## src/rtl/pattern_serializer_pkg.sv

```systemverilog
// Shared FSM encoding and sizing helpers for the serial pattern transmitter.
// Purely declarative: no logic, no latency, no flow control of its own.
package pattern_serializer_pkg;

  typedef enum logic [1:0] {
    ST_IDLE  = 2'd0,
    ST_SHIFT = 2'd1,
    ST_DONE  = 2'd2
  } state_e;

  // Bit-position counter width for a word of the given width (never below 1).
  function automatic int cnt_width(input int width);
    return (width > 2) ? $clog2(width) : 1;
  endfunction

endpackage

```

## src/rtl/piso_shift_reg.sv

```systemverilog
// Parallel-in/serial-out word register; exposes the bit that follows the head.
// Load has priority over shift; no backpressure, one update per enabled cycle.
module piso_shift_reg #(
  parameter int WIDTH     = 4,
  parameter bit MSB_FIRST = 1'b1
) (
  input  logic             clk,
  input  logic             rst,
  input  logic             load_i,
  input  logic             shift_i,
  input  logic [WIDTH-1:0] data_i,
  output logic             next_bit_o
);

  logic [WIDTH-1:0] sr_q, sr_d;

  always_comb begin
    sr_d = sr_q;
    if (load_i) begin
      sr_d = data_i;
    end else if (shift_i) begin
      sr_d = MSB_FIRST ? {sr_q[WIDTH-2:0], 1'b0} : {1'b0, sr_q[WIDTH-1:1]};
    end
  end

  always_ff @(posedge clk) begin
    if (rst) begin
      sr_q <= '0;
    end else begin
      sr_q <= sr_d;
    end
  end

  // The head bit is already in the output flop, so the serializer needs the one after it.
  assign next_bit_o = MSB_FIRST ? sr_q[WIDTH-2] : sr_q[1];

endmodule

```

## src/rtl/pattern_serializer.sv

```systemverilog
// Serializes an accepted word onto x, repeated in_reps+1 times, first bit 1 cycle after accept.
// in_ready only in IDLE; words offered while busy are ignored; done pulses 1 cycle after last bit.
module pattern_serializer
  import pattern_serializer_pkg::*;
#(
  parameter int WIDTH      = 4,
  parameter int REP_W      = 4,
  parameter bit MSB_FIRST  = 1'b1,
  parameter bit IDLE_LEVEL = 1'b0
) (
  input  logic             clk,
  input  logic             rst,
  input  logic             in_valid,
  output logic             in_ready,
  input  logic [WIDTH-1:0] in_data,
  input  logic [REP_W-1:0] in_reps,
  input  logic             abort,
  output logic             x,
  output logic             x_valid,
  output logic             busy,
  output logic             done
);

  localparam int CNT_W = cnt_width(WIDTH);
  localparam logic [CNT_W-1:0] LAST_BIT = CNT_W'(WIDTH - 1);

  state_e             state_q, state_d;
  logic [CNT_W-1:0]   bit_cnt_q, bit_cnt_d;
  logic [REP_W-1:0]   rep_cnt_q, rep_cnt_d;
  logic [REP_W-1:0]   reps_q, reps_d;
  logic [WIDTH-1:0]   data_q, data_d;
  logic               x_q, x_d;
  logic               x_valid_q, x_valid_d;
  logic               busy_q, busy_d;
  logic               done_q, done_d;

  logic               accept;
  logic               sr_load, sr_shift;
  logic [WIDTH-1:0]   sr_data;
  logic               next_bit;

  function automatic logic first_bit(input logic [WIDTH-1:0] w);
    return MSB_FIRST ? w[WIDTH-1] : w[0];
  endfunction

  assign in_ready = (state_q == ST_IDLE) && !rst;
  assign accept   = in_valid && in_ready;

  piso_shift_reg #(
    .WIDTH     (WIDTH),
    .MSB_FIRST (MSB_FIRST)
  ) u_piso (
    .clk        (clk),
    .rst        (rst),
    .load_i     (sr_load),
    .shift_i    (sr_shift),
    .data_i     (sr_data),
    .next_bit_o (next_bit)
  );

  always_comb begin
    state_d   = state_q;
    bit_cnt_d = bit_cnt_q;
    rep_cnt_d = rep_cnt_q;
    reps_d    = reps_q;
    data_d    = data_q;
    x_d       = IDLE_LEVEL;
    x_valid_d = 1'b0;
    busy_d    = 1'b0;
    done_d    = 1'b0;
    sr_load   = 1'b0;
    sr_shift  = 1'b0;
    sr_data   = data_q;

    case (state_q)
      ST_IDLE: begin
        if (accept) begin
          state_d   = ST_SHIFT;
          data_d    = in_data;
          reps_d    = in_reps;
          bit_cnt_d = '0;
          rep_cnt_d = '0;
          sr_load   = 1'b1;
          sr_data   = in_data;
          x_d       = first_bit(in_data);
          x_valid_d = 1'b1;
          busy_d    = 1'b1;
        end
      end

      ST_SHIFT: begin
        if (abort) begin
          state_d   = ST_IDLE;
          bit_cnt_d = '0;
          rep_cnt_d = '0;
        end else if (bit_cnt_q == LAST_BIT) begin
          if (rep_cnt_q < reps_q) begin
            // Reload straight from the captured word so repeats run with no gap.
            rep_cnt_d = rep_cnt_q + REP_W'(1);
            bit_cnt_d = '0;
            sr_load   = 1'b1;
            x_d       = first_bit(data_q);
            x_valid_d = 1'b1;
            busy_d    = 1'b1;
          end else begin
            state_d   = ST_DONE;
            bit_cnt_d = '0;
            rep_cnt_d = '0;
            done_d    = 1'b1;
          end
        end else begin
          bit_cnt_d = bit_cnt_q + CNT_W'(1);
          sr_shift  = 1'b1;
          x_d       = next_bit;
          x_valid_d = 1'b1;
          busy_d    = 1'b1;
        end
      end

      ST_DONE: begin
        state_d = ST_IDLE;
      end

      default: begin
        state_d = ST_IDLE;
      end
    endcase
  end

  always_ff @(posedge clk) begin
    if (rst) begin
      state_q   <= ST_IDLE;
      bit_cnt_q <= '0;
      rep_cnt_q <= '0;
      reps_q    <= '0;
      data_q    <= '0;
      x_q       <= IDLE_LEVEL;
      x_valid_q <= 1'b0;
      busy_q    <= 1'b0;
      done_q    <= 1'b0;
    end else begin
      state_q   <= state_d;
      bit_cnt_q <= bit_cnt_d;
      rep_cnt_q <= rep_cnt_d;
      reps_q    <= reps_d;
      data_q    <= data_d;
      x_q       <= x_d;
      x_valid_q <= x_valid_d;
      busy_q    <= busy_d;
      done_q    <= done_d;
    end
  end

  assign x       = x_q;
  assign x_valid = x_valid_q;
  assign busy    = busy_q;
  assign done    = done_q;

endmodule
```

## config.mk

```make
export PLATFORM = sky130hd
export DESIGN_NAME = pattern_serializer
export DESIGN_NICKNAME = d
export VERILOG_FILES = /design/src/rtl/pattern_serializer_pkg.sv /design/src/rtl/piso_shift_reg.sv /design/src/rtl/pattern_serializer.sv
export SDC_FILE = /design/constraint.sdc
export NUM_CORES = 1
export LEC_CHECK = 0
export CORE_MARGIN = 4
export CORE_UTILIZATION = 50
export CTS_BUF_LIST = sky130_fd_sc_hd__clkbuf_2
export DETAILED_ROUTE_END_ITERATION = 6
export GPL_TIMING_DRIVEN = 0
export HOLD_SLACK_MARGIN = 0.12
export PLACE_DENSITY_LB_ADDON = 0.15
export SLEW_MARGIN = 15
export SYNTH_ARGS = -nofsm -noshare
export SYNTH_HDL_FRONTEND = slang
export SYNTH_SLANG_ARGS = --single-unit
```

## constraint.sdc

```tcl
create_clock -name clk -period 2 [get_ports clk]
set_input_delay 0.2 -clock clk [delete_from_list [all_inputs] [get_ports clk]]
set_output_delay 0.2 -clock clk [all_outputs]
set_load 0.02 [all_outputs]
```

Yosys cells after proc, flatten, opt, wreduce, memory -nomap -nowiden
Cells that the tools add are included.
- add/sub/neg operators: 2
- multipliers: 0
- divide/modulo/power cells: 0
- $lt $le $gt $ge: 1
- equality and inequality tests: 5
- shift operators: 0
- multiplexer cells: 35
- bitwise operators: 2
- reduce and logical (&&, ||, !) cells: 11
- operators with widths (operator ; number):
    4-bit 2-to-1 mux ; 6
    1-bit 2-to-1 mux ; 14
    2-bit 2-to-1 mux ; 7
    2-bit one-hot mux with 2 select lines ; 2
    4-bit one-hot mux with 2 select lines ; 1
    3-bit 2-to-1 mux ; 2
    3-bit inequality test (second input constant) ; 2
    1-bit one-hot mux with 2 select lines ; 3
    3-bit AND reduction ; 2
    4-bit by 1-bit adder with 4-bit output (second input constant) ; 1
    4-bit < comparator ; 1
    2-bit AND reduction ; 2
    2-bit nonzero test ; 2
    4-bit OR reduction ; 1
    2-bit by 1-bit adder with 2-bit output (second input constant) ; 1
    2-bit by 1-bit equality test with 1-bit output (second input constant) ; 1
    2-bit equality test (second input constant) ; 1
    1-bit logical AND ; 2
    2-bit logical NOT ; 1
    2-bit inequality test (second input constant) ; 1
    1-bit NOT ; 2
    1-bit logical NOT ; 1
- register bits after elaboration: 22
- bits in latches: 0
- RAM bits: 0
- bits in read-only memories: 0
- input port bits: 12
- output and inout port bits: 5
- word-level logic and storage cells: 65
- memories kept: 0

Longest topological paths before layout
- word-level depth: 6
- gate-level depth with buffers: 6
- depth with buffers taken out: 6

Hierarchy
A second synthesis with hierarchy kept.
- cells, all modules: 106
- area, all modules: 1047.3 um2
- by module, submodules not included (module ; times used ; cells an instance ; area each (um2) ; seq. area each (um2)):
    pattern_serializer ; 1 ; 93 ; 913.4 ; 380.4
    piso_shift_reg ; 1 ; 13 ; 133.9 ; 60.1

Worst setup path before layout
OpenSTA, ideal clock, no wires.
- path kind: register to register
- start: reg rep_cnt_q[1]
- end: reg rep_cnt_q[1]
- library setup time: 0.071 ns
- arrival: 1.658 ns
- data required time: 1.929 ns
- setup slack: 0.271 ns
- cell stages (with the launch flop): 6
- path buffers: 0
- clock period less this slack: 1.729 ns
- cell sequence: dfxtp_1 > ha_1 > or3b_4 > a21oi_4 > or4b_1 > a21oi_1
- cells in the longest elaborated chain, start to end: 5
- elaborated cells on any way between the ends: 6
- classes of those cells: add/sub: 1; order compare: 1; mux: 4
- ends and longest elaborated chain (what ; line ; text):
    from (decl) ; pattern_serializer.sv:29 ; logic [REP_W-1:0] rep_cnt_q, rep_cnt_d;
    from (signal assigned) ; pattern_serializer.sv:144 ; rep_cnt_q <= rep_cnt_d;
    4-bit by 1-bit adder with 4-bit output / 4-bit < comparator (equally long branches) ; pattern_serializer.sv:99, pattern_serializer.sv:97 ;
    4-bit 2-to-1 mux (*) ; pattern_serializer.sv:97 ; if (rep_cnt_q < reps_q) begin
    4-bit 2-to-1 mux (*) ; pattern_serializer.sv:96 ; end else if (bit_cnt_q == LAST_BIT) begin
    4-bit 2-to-1 mux (*) ; pattern_serializer.sv:92 ; if (abort) begin
    4-bit one-hot mux with 2 select lines (*) ; pattern_serializer.sv:75 ; case (state_q)
Mark *: on every way between the ends. The rest lies on a longest branch, timed or not. The select of a mux whose other input is x is not followed.
A chain may end at the register's enable or synchronous reset.

Worst setup path in the final report
- start: reg rep_cnt_q[1]
- end: reg u_piso.sr_q[1]
- cells in the longest elaborated chain, start to end: 6
- elaborated cells on any way between the ends: 7
- classes of those cells: order compare: 1; mux: 5; reduce/logical: 1
- ends and longest elaborated chain (what ; line ; text):
    4-bit < comparator (*) ; pattern_serializer.sv:97 ;
    1-bit 2-to-1 mux (*) ; pattern_serializer.sv:97 ;
    1-bit 2-to-1 mux (*) ; pattern_serializer.sv:96 ;
    1-bit 2-to-1 mux (*) ; pattern_serializer.sv:92 ;
    1-bit one-hot mux with 2 select lines (*) ; pattern_serializer.sv:75 ;
    3-bit 2-to-1 mux / 2-bit nonzero test (equally long branches) ; n/a ;
    to (signal assigned) ; piso_shift_reg.sv:30 ; sr_q <= sr_d;
    to (decl) ; piso_shift_reg.sv:15 ; logic [WIDTH-1:0] sr_q, sr_d;
Mark *: on every way between the ends. The rest lies on a longest branch, timed or not.

==> run_summary.xml <==
<?xml version="1.0" encoding="UTF-8"?>
<metrics>
  <group name="status">
    <metric name="run_status" unit="">finished, final reports clean</metric>
  </group>
  <group name="synthesis">
    <metric name="unique_cell_type_count_in_the_yosys_netlist" unit="">38</metric>
    <metric name="syn_area" unit="mm^2">0.00106</metric>
    <metric name="synthesis.instances" unit="">118</metric>
    <metric name="dominant_combinational_cell_family_by_area_after_synthesis" unit="">simple AND/OR/NAND/NOR gates</metric>
    <metric name="seq_area_frac_synth" unit="%">41.5</metric>
    <metric name="ys_seq_elements" unit="">22</metric>
    <metric name="synth-compound-area-share" unit="%">18.4</metric>
    <metric name="synth.mux.area_fraction" unit="%">1.89</metric>
    <metric name="synth_fa_ha_area_share" unit="%">5.90</metric>
    <metric name="synth_simple_gate_area_share" unit="%">22.6</metric>
    <metric name="synthesized_net_count" unit="">135</metric>
    <metric name="syn-mean-instance-area" unit="um^2">8.99</metric>
    <metric name="yosys_warns" unit="">0</metric>
    <metric name="synth_xor_area_share" unit="%">0.825</metric>
  </group>
  <group name="clocking">
    <metric name="clock_sinks" unit="">22</metric>
    <metric name="cts_tree" unit="">built</metric>
    <metric name="cts.root.buffer_cell" unit="">clkbuf_2</metric>
    <metric name="cts_max_path_buffers" unit="">2</metric>
    <metric name="cts-buffers-inserted" unit="">3</metric>
    <metric name="clk_latency" unit="ns">0.32</metric>
    <metric name="post-cts-setup-buffer-count" unit="">0</metric>
    <metric name="clk_transition_reported_paths" unit="ns">0.19</metric>
    <metric name="clock_tree.htree_level_count" unit="">1</metric>
  </group>
  <group name="floorplan">
    <metric name="start_util" unit="%">53.5</metric>
    <metric name="standard_cell_core_area" unit="mm^2">0.00198</metric>
    <metric name="fp.dieArea" unit="mm^2">0.00292</metric>
    <metric name="ioPinCount" unit="">17</metric>
    <metric name="placement_rows" unit="">16</metric>
    <metric name="die_width" unit="um">54.1</metric>
    <metric name="chipHeight" unit="um">54.1</metric>
  </group>
  <group name="route">
    <metric name="drt-pass1-iter-count" unit="">4</metric>
    <metric name="post_dr_vias_cell" unit="">5.42</metric>
    <metric name="route.detailed.drc" unit="">0</metric>
    <metric name="route.final.wire_length" unit="um">2030</metric>
    <metric name="initialDrtViolationCount" unit="">8</metric>
    <metric name="route.antenna.remaining_nets" unit="">0</metric>
    <metric name="detailroute.via_count" unit="">889</metric>
    <metric name="routed_wire_length_per_instance" unit="um">12.4</metric>
  </group>
  <group name="final_layout">
    <metric name="multi_input_comb_area" unit="um^2">527</metric>
    <metric name="layoutNonFillerInstCount" unit="">164</metric>
    <metric name="final_common_cell" unit="">dfxtp_1</metric>
    <metric name="fillerInstances" unit="">171</metric>
    <metric name="drive_gt1_share" unit="%">11.7</metric>
    <metric name="ff_latch_area" unit="um^2">440</metric>
    <metric name="antenna-diode-count" unit="">0</metric>
    <metric name="nets" unit="">155</metric>
    <metric name="synthToLayoutAreaGrowth" unit="%">19.7</metric>
    <metric name="final_cell_mix" unit="">dfxtp_1 (22), clkdlybuf4s50_1 (15), inv_1 (12), nand2_1 (12)</metric>
  </group>
  <group name="min_path">
    <metric name="hold_class" unit="">in2reg</metric>
    <metric name="whs_path_depth" unit="">3</metric>
    <metric name="min-delay-start" unit="">in_reps[0]</metric>
    <metric name="timing.hold.worst_endpoint" unit="">reps_q[0]</metric>
  </group>
  <group name="placed_design">
    <metric name="post-place-cells" unit="">161</metric>
    <metric name="port-buffer-count" unit="">16</metric>
    <metric name="place_congestion" unit="">0.762</metric>
    <metric name="dp_hpwl" unit="um">1580</metric>
  </group>
  <group name="setup_path">
    <metric name="reg2reg_setup_slack" unit="ns">0.14</metric>
    <metric name="crit_buf_inv" unit="">0</metric>
    <metric name="timing.rr.start" unit="">rep_cnt_q[1]</metric>
    <metric name="reg2reg_depth" unit="">5</metric>
    <metric name="timing.critical_path.cells" unit="">ha_1, or3b_4, a211oi_1, or4_1, o221ai_1</metric>
    <metric name="critical_path.slowest_cell" unit="">a211oi_1</metric>
    <metric name="crit-reg2reg-capture" unit="">u_piso.sr_q[1]</metric>
    <metric name="critical-path-max-stage-delay" unit="ns">0.41</metric>
    <metric name="crit_path_end_kind" unit="">flop</metric>
    <metric name="cpLargestDelayFamily" unit="">simple AND/OR/NAND/NOR gates</metric>
    <metric name="critical_path_required" unit="ns">2.22</metric>
    <metric name="critPathArrivalTime" unit="ns">2.08</metric>
    <metric name="critical_path_peak_fanout" unit="">4</metric>
    <metric name="path_class" unit="">reg2reg</metric>
    <metric name="worstSetupStartpointType" unit="">flop</metric>
  </group>
  <group name="global_routing">
    <metric name="grt_start_max_net_pins" unit="">13</metric>
    <metric name="grt_first_pass_wirelength" unit="um">3440</metric>
    <metric name="grt_antenna_before_repair" unit="">0</metric>
    <metric name="grt-ovfl-total" unit="">0</metric>
    <metric name="via_count_of_the_first_global_routing_pass" unit="">817</metric>
    <metric name="grt.total_usage" unit="%">16.1</metric>
  </group>
  <group name="power_and_ir_drop">
    <metric name="leakagePower" unit="nW">0.505</metric>
    <metric name="power.density" unit="mW/mm^2">621</metric>
    <metric name="irDropWorstVdd" unit="mV">0.442</metric>
    <metric name="p_total" unit="mW">0.789</metric>
  </group>
  <group name="sta">
    <metric name="timing.clock.skew" unit="ns">0.00505</metric>
    <metric name="post-route-min-period" unit="ns">1.86</metric>
    <metric name="finalHoldViolCount" unit="">0</metric>
    <metric name="worstMarginPinSlew" unit="ns">0.488</metric>
    <metric name="max_clock_freq" unit="GHz">0.539</metric>
    <metric name="slew_headroom" unit="%">67.1</metric>
    <metric name="timing.final.crit_share" unit="%">92.8</metric>
    <metric name="final-max-slew-violation-count" unit="">0</metric>
    <metric name="final-setup-viol-count" unit="">0</metric>
    <metric name="timing.setup.tns" unit="ns">0</metric>
    <metric name="setup_repair_after_global_routing_missed_its_margin" unit="">no</metric>
  </group>
  <group name="job">
    <metric name="max_cap_violations" unit="">0</metric>
  </group>
</metrics>
layout make-up:
| class | count | area share, % |
|---|---|---|
| Clock buffer | 3 | 1.18 |
| Multi-Input combinational cell | 77 | 41.5 |
| Timing Repair Buffer | 16 | 12.5 |
| Sequential cell | 22 | 34.7 |
| Tap cell | 27 | 2.66 |
| Inverter | 12 | 3.55 |
| Clock inverter | 1 | 0.296 |
| Buffer | 6 | 3.65 |
kinds of logic after synthesis:
logic type	after synthesis
flops	22
buf+inv	19
simple gates	42
compound gates	27
fa+ha+maj	5
xor+xnor	1
mux	2
stage by stage:
| stage | hold slack [ns] | setup slack, ns | utilization [%] | cell area [um^2] |
|---|---|---|---|---|
| final | 0.411 | 0.143 | 64.1 | 1270 |
| after global placement | 0.452 | -0.256 | 63.3 | 1250 |
| after CTS | 0.397 | 0.127 | 64.1 | 1270 |
| after global routing | 0.380 | 0.00892 | 64.1 | 1270 |
| after floorplan | 0.308 | 0.271 | - | 1060 |
| after detailed placement | 0.466 | -0.252 | 63.3 | 1250 |
timing repair:
| item | in CTS | in global routing |
|---|---|---|
| setup endpoints to repair | 1 | 0 |
| resized for setup | 2 | 0 |
| hold buffers | 0 | 0 |
worst max-delay path by stage:
stage	from	end	slack [ns]	cells after the start
final	rep_cnt_q[1]	u_piso.sr_q[1]	0.14	5
after CTS	rep_cnt_q[1]	u_piso.sr_q[1]	0.13	5
after global routing	rep_cnt_q[1]	u_piso.sr_q[1]	0.009	5
after floorplan	rep_cnt_q[1]	rep_cnt_q[1]	0.27	5
after global placement	rst	in_ready	-0.26	5
after detailed placement	rst	in_ready	-0.25	5
where the power goes:
part / switching [mW] / internal [mW] / total (mW) / leakage, nW
logic: 0.0765 / 0.0726 / 0.149 / 0.311
clock network: 0.127 / 0.0435 / 0.170 / 0.0140
registers: 0.00949 / 0.460 / 0.470 / 0.180
worst register-to-register path, cell delays in order (launching register included):
cell	delay (ns)
dfxtp_1	0.38
ha_1	0.22
or3b_4	0.39
a211oi_1	0.41
or4_1	0.23
o221ai_1	0.13
synth_stat cells:
library cell | number | area share, %
nor4b_1 | 2 | 1.7
a21o_1 | 1 | 0.71
buf_1 | 1 | 0.35
buf_4 | 2 | 1.4
a21oi_4 | 1 | 1.5
nand2_1 | 12 | 4.2
inv_1 | 12 | 4.2
o21ai_0 | 4 | 1.9
or3b_1 | 1 | 0.83
o211a_1 | 1 | 0.94
ha_1 | 5 | 5.9
or2_2 | 2 | 1.2
a22oi_1 | 1 | 0.71
o221ai_2 | 1 | 1.4
or3b_4 | 1 | 1.1
a31oi_1 | 1 | 0.59
nor3b_1 | 1 | 0.71
nor2b_1 | 1 | 0.59
a311oi_1 | 1 | 0.83
or4_1 | 1 | 0.71
o31ai_1 | 4 | 2.8
o221ai_1 | 3 | 2.5
nand4_1 | 3 | 1.8
a21oi_1 | 8 | 3.8
clkbuf_1 | 2 | 0.71
nor2_2 | 1 | 0.59
nor2_1 | 8 | 2.8
nand3_1 | 2 | 0.94
buf_6 | 2 | 2.1
dfxtp_1 | 22 | 42
nor3b_2 | 2 | 2.4
a211oi_1 | 1 | 0.71
or4b_1 | 1 | 0.94
or3_1 | 2 | 1.2
and2_1 | 1 | 0.59
nor3_1 | 1 | 0.47
mux2i_1 | 2 | 1.9
xor2_1 | 1 | 0.83
flip-flops by register name, summed over array words and instances (netlist names):
signal / cells
bit_cnt_q: 2
busy: 1
data_q: 4
done: 1
rep_cnt_q: 4
reps_q: 4
state_q: 2
u_piso.sr_q: 3
x: 1
layer usage:
layer	GRT usage, %	vias up	part of all wire (%)
met1	20.6	415	46
met3	3.32	7	3.2
li1	-	453	-
met4	4.98	0	1.9
met5	0	-	0
met2	27.0	14	49
Power figures use the tool's default switching activity.
